--- src/rtl/column_drop_if.sv ---
// Connect-4 drop engine bus: move requests in, move responses and board state out.
//   master: game controller side (drives clear/move_valid/move_col/player)
//   slave : drop engine side (drives busy/done/accepted/rejected/placed_*/board_flat/move_count/board_full)
interface column_drop_if #(
   parameter int unsigned ROWS  = 6,
   parameter int unsigned COLS  = 7,
   parameter int unsigned COL_W = 3,
   parameter int unsigned ROW_W = 3
);
   logic                     clear;
   logic                     move_valid;
   logic [COL_W-1:0]         move_col;
   logic                     player;
   logic                     busy;
   logic                     done;
   logic                     accepted;
   logic                     rejected;
   logic [ROW_W-1:0]         placed_row;
   logic [COL_W-1:0]         placed_col;
   logic [2*ROWS*COLS-1:0]   board_flat;
   logic [5:0]               move_count;
   logic                     board_full;

   modport master (
      output clear, move_valid, move_col, player,
      input  busy, done, accepted, rejected, placed_row, placed_col,
             board_flat, move_count, board_full
   );

   modport slave (
      input  clear, move_valid, move_col, player,
      output busy, done, accepted, rejected, placed_row, placed_col,
             board_flat, move_count, board_full
   );
endinterface

--- src/rtl/column_drop_engine.sv ---
// Connect-4 column drop engine: drops the requesting player's piece into the lowest
// empty row of the selected column, one row examined per cycle, and reports the result.
//   clk, rst   : clock, asynchronous active-high reset
//   drop_if    : slave side of column_drop_if (requests in, responses/board state out)
module column_drop_engine #(
   parameter int unsigned ROWS  = 6,
   parameter int unsigned COLS  = 7,
   parameter int unsigned COL_W = 3,
   parameter int unsigned ROW_W = 3
) (
   input  logic          clk,
   input  logic          rst,
   column_drop_if.slave  drop_if
);
   localparam int unsigned CELLS   = ROWS * COLS;
   localparam int unsigned BOARD_W = 2 * CELLS;
   localparam int unsigned IDX_W   = $clog2(BOARD_W);

   typedef enum logic [1:0] {ST_IDLE, ST_SCAN, ST_RESP} state_e;

   state_e               state_q, state_d;
   logic [ROW_W-1:0]     row_q, row_d;
   logic [COL_W-1:0]     col_q, col_d;
   logic                 player_q, player_d;
   logic [BOARD_W-1:0]   board_q, board_d;
   logic [ROW_W-1:0]     placed_row_q, placed_row_d;
   logic [COL_W-1:0]     placed_col_q, placed_col_d;
   logic [5:0]           count_q, count_d;
   logic                 full_q, full_d;
   logic                 busy_q, busy_d;
   logic                 done_q, done_d;
   logic                 acc_q, acc_d;
   logic                 rej_q, rej_d;
   logic [IDX_W-1:0]     cell_base_c;
   logic [1:0]           cell_c;

   // State and datapath registers
   always_ff @(posedge clk or posedge rst) begin
      if (rst) begin
         state_q      <= ST_IDLE;
         row_q        <= '0;
         col_q        <= '0;
         player_q     <= 1'b0;
         board_q      <= '0;
         placed_row_q <= '0;
         placed_col_q <= '0;
         count_q      <= '0;
         full_q       <= 1'b0;
         busy_q       <= 1'b0;
         done_q       <= 1'b0;
         acc_q        <= 1'b0;
         rej_q        <= 1'b0;
      end else begin
         state_q      <= state_d;
         row_q        <= row_d;
         col_q        <= col_d;
         player_q     <= player_d;
         board_q      <= board_d;
         placed_row_q <= placed_row_d;
         placed_col_q <= placed_col_d;
         count_q      <= count_d;
         full_q       <= full_d;
         busy_q       <= busy_d;
         done_q       <= done_d;
         acc_q        <= acc_d;
         rej_q        <= rej_d;
      end
   end

   // Cell currently being examined by the scan
   always_comb begin
      cell_base_c = IDX_W'(2 * (32'(row_q) * COLS + 32'(col_q)));
      cell_c      = board_q[cell_base_c +: 2];
   end

   // Next-state and response logic; response flags are set on entry to RESP
   always_comb begin
      state_d      = state_q;
      row_d        = row_q;
      col_d        = col_q;
      player_d     = player_q;
      board_d      = board_q;
      placed_row_d = placed_row_q;
      placed_col_d = placed_col_q;
      count_d      = count_q;
      full_d       = full_q;
      done_d       = 1'b0;
      acc_d        = 1'b0;
      rej_d        = 1'b0;

      if (drop_if.clear) begin
         // New game wins over any request or in-flight move
         state_d      = ST_IDLE;
         row_d        = '0;
         board_d      = '0;
         placed_row_d = '0;
         placed_col_d = '0;
         count_d      = '0;
         full_d       = 1'b0;
      end else begin
         unique case (state_q)
            ST_IDLE: begin
               if (drop_if.move_valid) begin
                  col_d    = drop_if.move_col;
                  player_d = drop_if.player;
                  row_d    = '0;
                  if (32'(drop_if.move_col) >= COLS) begin
                     state_d = ST_RESP;
                     done_d  = 1'b1;
                     rej_d   = 1'b1;
                  end else begin
                     state_d = ST_SCAN;
                  end
               end
            end
            ST_SCAN: begin
               if (cell_c == 2'b00) begin
                  board_d[cell_base_c +: 2] = player_q ? 2'b10 : 2'b01;
                  placed_row_d = row_q;
                  placed_col_d = col_q;
                  count_d      = count_q + 6'd1;
                  full_d       = (count_q + 6'd1) == 6'(CELLS);
                  state_d      = ST_RESP;
                  done_d       = 1'b1;
                  acc_d        = 1'b1;
               end else if (row_q < ROW_W'(ROWS - 1)) begin
                  row_d = row_q + ROW_W'(1);
               end else begin
                  state_d = ST_RESP;
                  done_d  = 1'b1;
                  rej_d   = 1'b1;
               end
            end
            ST_RESP: begin
               state_d = ST_IDLE;
            end
            default: begin
               state_d = ST_IDLE;
            end
         endcase
      end

      busy_d = (state_d != ST_IDLE);
   end

   assign drop_if.busy       = busy_q;
   assign drop_if.done       = done_q;
   assign drop_if.accepted   = acc_q;
   assign drop_if.rejected   = rej_q;
   assign drop_if.placed_row = placed_row_q;
   assign drop_if.placed_col = placed_col_q;
   assign drop_if.board_flat = board_q;
   assign drop_if.move_count = count_q;
   assign drop_if.board_full = full_q;
endmodule

--- src/flat_wrapper.sv ---
// flat-port wrapper written by rule: the top's interface ports become plain ports
module column_drop_engine_flat 
#(
   parameter int unsigned ROWS  = 6,
   parameter int unsigned COLS  = 7,
   parameter int unsigned COL_W = 3,
   parameter int unsigned ROW_W = 3
)
  (clk, rst, drop_if_clear, drop_if_move_valid, drop_if_move_col, drop_if_player, drop_if_busy, drop_if_done, drop_if_accepted, drop_if_rejected, drop_if_placed_row, drop_if_placed_col, drop_if_board_flat, drop_if_move_count, drop_if_board_full);
  column_drop_if #(.ROWS(ROWS), .COLS(COLS), .COL_W(COL_W), .ROW_W(ROW_W)) drop_if_i ();
  input  logic clk;
  input  logic rst;
  input wire logic [$bits(drop_if_i.clear)-1:0] drop_if_clear;
  input wire logic [$bits(drop_if_i.move_valid)-1:0] drop_if_move_valid;
  input wire logic [$bits(drop_if_i.move_col)-1:0] drop_if_move_col;
  input wire logic [$bits(drop_if_i.player)-1:0] drop_if_player;
  output wire logic [$bits(drop_if_i.busy)-1:0] drop_if_busy;
  output wire logic [$bits(drop_if_i.done)-1:0] drop_if_done;
  output wire logic [$bits(drop_if_i.accepted)-1:0] drop_if_accepted;
  output wire logic [$bits(drop_if_i.rejected)-1:0] drop_if_rejected;
  output wire logic [$bits(drop_if_i.placed_row)-1:0] drop_if_placed_row;
  output wire logic [$bits(drop_if_i.placed_col)-1:0] drop_if_placed_col;
  output wire logic [$bits(drop_if_i.board_flat)-1:0] drop_if_board_flat;
  output wire logic [$bits(drop_if_i.move_count)-1:0] drop_if_move_count;
  output wire logic [$bits(drop_if_i.board_full)-1:0] drop_if_board_full;
  assign drop_if_i.clear = drop_if_clear;
  assign drop_if_i.move_valid = drop_if_move_valid;
  assign drop_if_i.move_col = drop_if_move_col;
  assign drop_if_i.player = drop_if_player;
  assign drop_if_busy = drop_if_i.busy;
  assign drop_if_done = drop_if_i.done;
  assign drop_if_accepted = drop_if_i.accepted;
  assign drop_if_rejected = drop_if_i.rejected;
  assign drop_if_placed_row = drop_if_i.placed_row;
  assign drop_if_placed_col = drop_if_i.placed_col;
  assign drop_if_board_flat = drop_if_i.board_flat;
  assign drop_if_move_count = drop_if_i.move_count;
  assign drop_if_board_full = drop_if_i.board_full;
  column_drop_engine #(.ROWS(ROWS), .COLS(COLS), .COL_W(COL_W), .ROW_W(ROW_W)) u_core (.clk(clk), .rst(rst), .drop_if(drop_if_i));
endmodule
--- config.mk ---
export PLATFORM = sky130hd
export DESIGN_NAME = column_drop_engine_flat
export DESIGN_NICKNAME = d
export VERILOG_FILES = /design/src/rtl/column_drop_if.sv /design/src/rtl/column_drop_engine.sv /design/src/flat_wrapper.sv
export SDC_FILE = /design/constraint.sdc
export NUM_CORES = 1
export LEC_CHECK = 0
export ABC_AREA = 1
export ABC_CLOCK_PERIOD_IN_PS = 3900
export BUFFER_PORTS_ARGS = -buffer_cell sky130_fd_sc_hd__buf_2
export CORE_UTILIZATION = 56
export CTS_BUF_LIST = sky130_fd_sc_hd__clkbuf_2 sky130_fd_sc_hd__clkbuf_4 sky130_fd_sc_hd__clkbuf_8
export CTS_CLUSTER_DIAMETER = 120
export DETAILED_ROUTE_END_ITERATION = 8
export GPL_ROUTABILITY_DRIVEN = 0
export GPL_TIMING_DRIVEN = 0
export HOLD_SLACK_MARGIN = 0.15
export PLACE_DENSITY = 0.79
export SYNTH_ARGS = -nofsm -noshare
export SYNTH_HDL_FRONTEND = slang
export SYNTH_SLANG_ARGS = --single-unit
--- constraint.sdc ---
create_clock -name clk -period 3.9 [get_ports clk]
set_input_delay 0 -clock clk [delete_from_list [all_inputs] [get_ports clk]]
set_output_delay 0 -clock clk [all_outputs]
set_load 0.005 [all_outputs]
==> impl_results.md <==
* Hold WC Path Type: input port to async pin
* Antenna violations before repair at 0
* Area grow syn2layout at 29.69%
* Sequential-to-total area share from yosys stat at 38.70%
* GRT Total Usage at 38.93%
* Largest family of logic cells by synthesized area: simple AND/OR/NAND/NOR gates
* Syn nets at 1038
* Placeable Area at 0.01221 mm²
* Gr ovfl total at 0
* Setup Skew at 0.01374 ns
* Reg clk slew, reported paths at 0.11 ns
* Post-route ant nets at 0
* Post-Synth Adder-Cell Area at 3.940%
* Synth warnings at 0
* Port-buffer cells at 107
* Largest net degree at the start of global routing at 64
* Xor-xnor portion of the synthesized cell area at 0.9675%
* Area contributors post-synth: dfrtp_1 39%, nand2_1 15%, nand3_1 14%, nor2_1 6.1%, inv_1 5.1%
* Post-synth ARST share at 100.0%
* First-pass GRT wire length at 37.84 mm
* Worst Path Required at 4.18 ns
* Slew @ Worst Pin at 1.342 ns
* Clock Latency Late Sink at 0.41 ns
* Initial DRC Count at 2255
* Post-Place Cells at 1286
* Final net count at 1193
* Failing checks: DRC, setup timing
* Row count at 40
* Cell Count, Final, Fillers Out at 1338
* Max-cap viol count at 0
* IO Pins at 109
* Synth Area in Compound Gates at 2.287%
* Antenna diode count at 0
* CTS tree: yes
* Unrepaired setup endpoints after global routing: yes
* DRC viols at 55
* Vias per cell at 6.309
* Total Routed Length at 28.48 mm
* Initial core utilization at 58.25%
* Max FO, Critical Path at 10
* Post-synth EDFFs at 0
* Vias in the first global route at 6959
* CTS Buffer Depth at 2
* Die height at 114.7 µm
* Chip width at 114.7 µm
* Fmax at 247.9 MHz
* Fin crit period at 4.035 ns
* Dpl hpwl at 17.97 mm
* Critical path class: flop to flop
* Relative slew slack at 10.22%
* Final Hold Vio Count at 0
* CTS Root Cell: clkbuf_8
* H-tree depth at 3
* Mux share of post-synthesis cell area at 0%
* Post-Synth Simple-Gate Area at 45.17%
* Slew Viols, Final at 0
* Vias at 8442
* Setup violators final at 57
* Detailed Routing Iterations Pass 1 at 9
* DIE AREA at 0.01316 mm²
* Total CTS buffers at 9
* Cells after Synth at 1010
* Pre-CTS setup slack at -0.3075 ns
* Outcome: finished, violations left
* Synth Area per Inst at 7.043 µm²
* Yosys cell types at 42
* CP arrival at 4.32 ns
* Post-synth top area share at 38.70%
* Share of cells above drive strength 1 at 27.95%
* Post-synthesis instance area at 0.007113 mm²
* Ys flop type: dfrtp_1
* Worst Setup End Kind: flop
* WL per Instance at 21.29 µm
* Clk sinks at 110
* Setup ws final at -0.1346 ns
* Setup crit start kind: flop
* Fin crit share at 103.5%
* Yosys top cell by area: dfrtp_1
* Yosys reg bits at 110
## metrics by stage
step	hold slack, ns	area (µm²)	utilization, %	TNS, ns
floorplan	0.1587	7113	-	0
global placement	0.2664	7859	64.35	-33.71
detailed placement	0.1166	7889	64.60	-19.60
CTS	0.2401	8303	67.99	0
global route	0.2795	9225	75.54	-12.92
finish	0.2205	9225	75.54	-1.969
## cell families after synthesis
kind of cell / count (synthesis)
and+or+nand+nor: 694
buffers and inverters: 150
DFF: 110
AOI/OAI and AO/OA: 29
adders and majority gates: 20
xor gates and xnor gates: 7
## per-layer routing
| layer | vias up | share of wire [%] | GRT usage [%] |
|---|---|---|---|
| li1 | 3592 | - | - |
| met1 | 3793 | 35 | 53.91 |
| met2 | 813 | 40 | 56.08 |
| met3 | 244 | 17 | 9.952 |
| met4 | 0 | 8.4 | 20.87 |
| met5 | - | 0 | 0 |
## synth_stat cells, types with 4 or more instances
library cell and instances:
inv_2 7, ha_1 16, nor3_2 5, nand3b_1 13
or2_2 5, fa_1 4, nor3_1 21, nor2_1 116
clkbuf_1 13, buf_4 4, nand4_1 22, xor2_1 4
dfrtp_1 110, nor2_2 4, buf_1 5, nand3_2 10
buf_2 19, nand3_1 200, o21ai_0 14, nand2_1 278
nand2_2 6, inv_1 96, nor2_4 7, a21oi_1 6
## sequential cells by signal, indices dropped and copies added (netlist names)
name and cells:
u_core.drop_if.board_flat 84, u_core.drop_if.move_count 6, u_core.col_q 3, u_core.drop_if.placed_col 3, u_core.drop_if.placed_row 3, u_core.row_q 3
u_core.state_q 2, u_core.drop_if.accepted 1, u_core.drop_if.board_full 1, u_core.drop_if.busy 1, u_core.drop_if.done 1, u_core.drop_if.rejected 1
u_core.player_q 1
## worst max-delay path, cell delays in order (launching register included)
cell and delay, ns:
dfrtp_2 0.44, fa_1 0.56, inv_2 0.04, fa_2 0.57, fa_2 0.47, buf_12 0.17, nand2_8 0.08, nor2_4 0.03
nand3_2 0.08, nand2_2 0.07, nor2_1 0.11, nand2_1 0.06, nand2_1 0.07, nor2_2 0.06, nor2_4 0.30, nand2_4 0.14
buf_12 0.17, nand2_4 0.13, nand2_8 0.10, nand3_1 0.16, nand2_1 0.09
## path summary, 6_finish.rpt
path | start | end | slack, ns | depth (start not counted)
worst max-delay path | u_core.row_q[2] | u_core.drop_if.board_flat[35] | -0.13 | 20
worst min-delay path | rst | u_core.drop_if.board_flat[33] | 0.22 | 3
worst max register to register | u_core.row_q[2] | u_core.drop_if.board_flat[35] | -0.13 | 20
worst min register to register | u_core.drop_if.placed_col[1] | u_core.drop_if.placed_col[1] | 0.48 | 2
max in group asynchronous | rst | u_core.drop_if.board_flat[38] | 2.98 | 4
min in group clk | drop_if_clear | u_core.drop_if.board_flat[34] | 0.30 | 5
## layout make-up
cell class / instances / area, µm²
Fill cell: 893 / 2987
Clock inverter: 7 / 81.33
Tap cell: 168 / 210.2
Timing Repair Buffer: 144 / 998.5
Clock buffer: 9 / 123.9
Sequential cell: 110 / 2756
Buffer: 44 / 359.1
Multi-Input combinational cell: 750 / 4262
Inverter: 106 / 434.2
## cell usage in the layout (no fill, tap or decap), types with 5 or more instances in the layout
master	netlist	routed
buf_1	5	5
nand3_1	200	170
clkbuf_16	0	6
clkbuf_8	0	9
nand3_2	10	37
ha_1	16	16
buf_2	19	114
o21ai_0	14	13
nand2_1	278	262
nor2_4	7	22
nand3b_1	13	13
dlygate4sd3_1	0	6
inv_2	7	8
dfrtp_1	110	107
nand2_4	2	6
nor3_4	1	7
nor3_1	21	16
buf_12	1	10
clkbuf_4	0	5
buf_4	4	23
inv_1	96	89
nand4_1	22	22
nor2_2	4	19
clkbuf_1	13	12
a21oi_1	6	6
nand2_2	6	14
or2_2	5	5
nor2_1	116	86
## timing repair
action | 4_1_cts | 5_1_grt
pin swaps | 1 | 41
endpoints found under the setup margin | 99 | 102
cloned | 0 | 6
hold buffers | 6 | 0
buffers inserted | 7 | 17
gates resized for setup | 30 | 157
hold endpoints to repair | 57 | 0
Power is not shown: default switching activity piles up to over one toggle a cycle in this logic, so the estimate is an artifact.
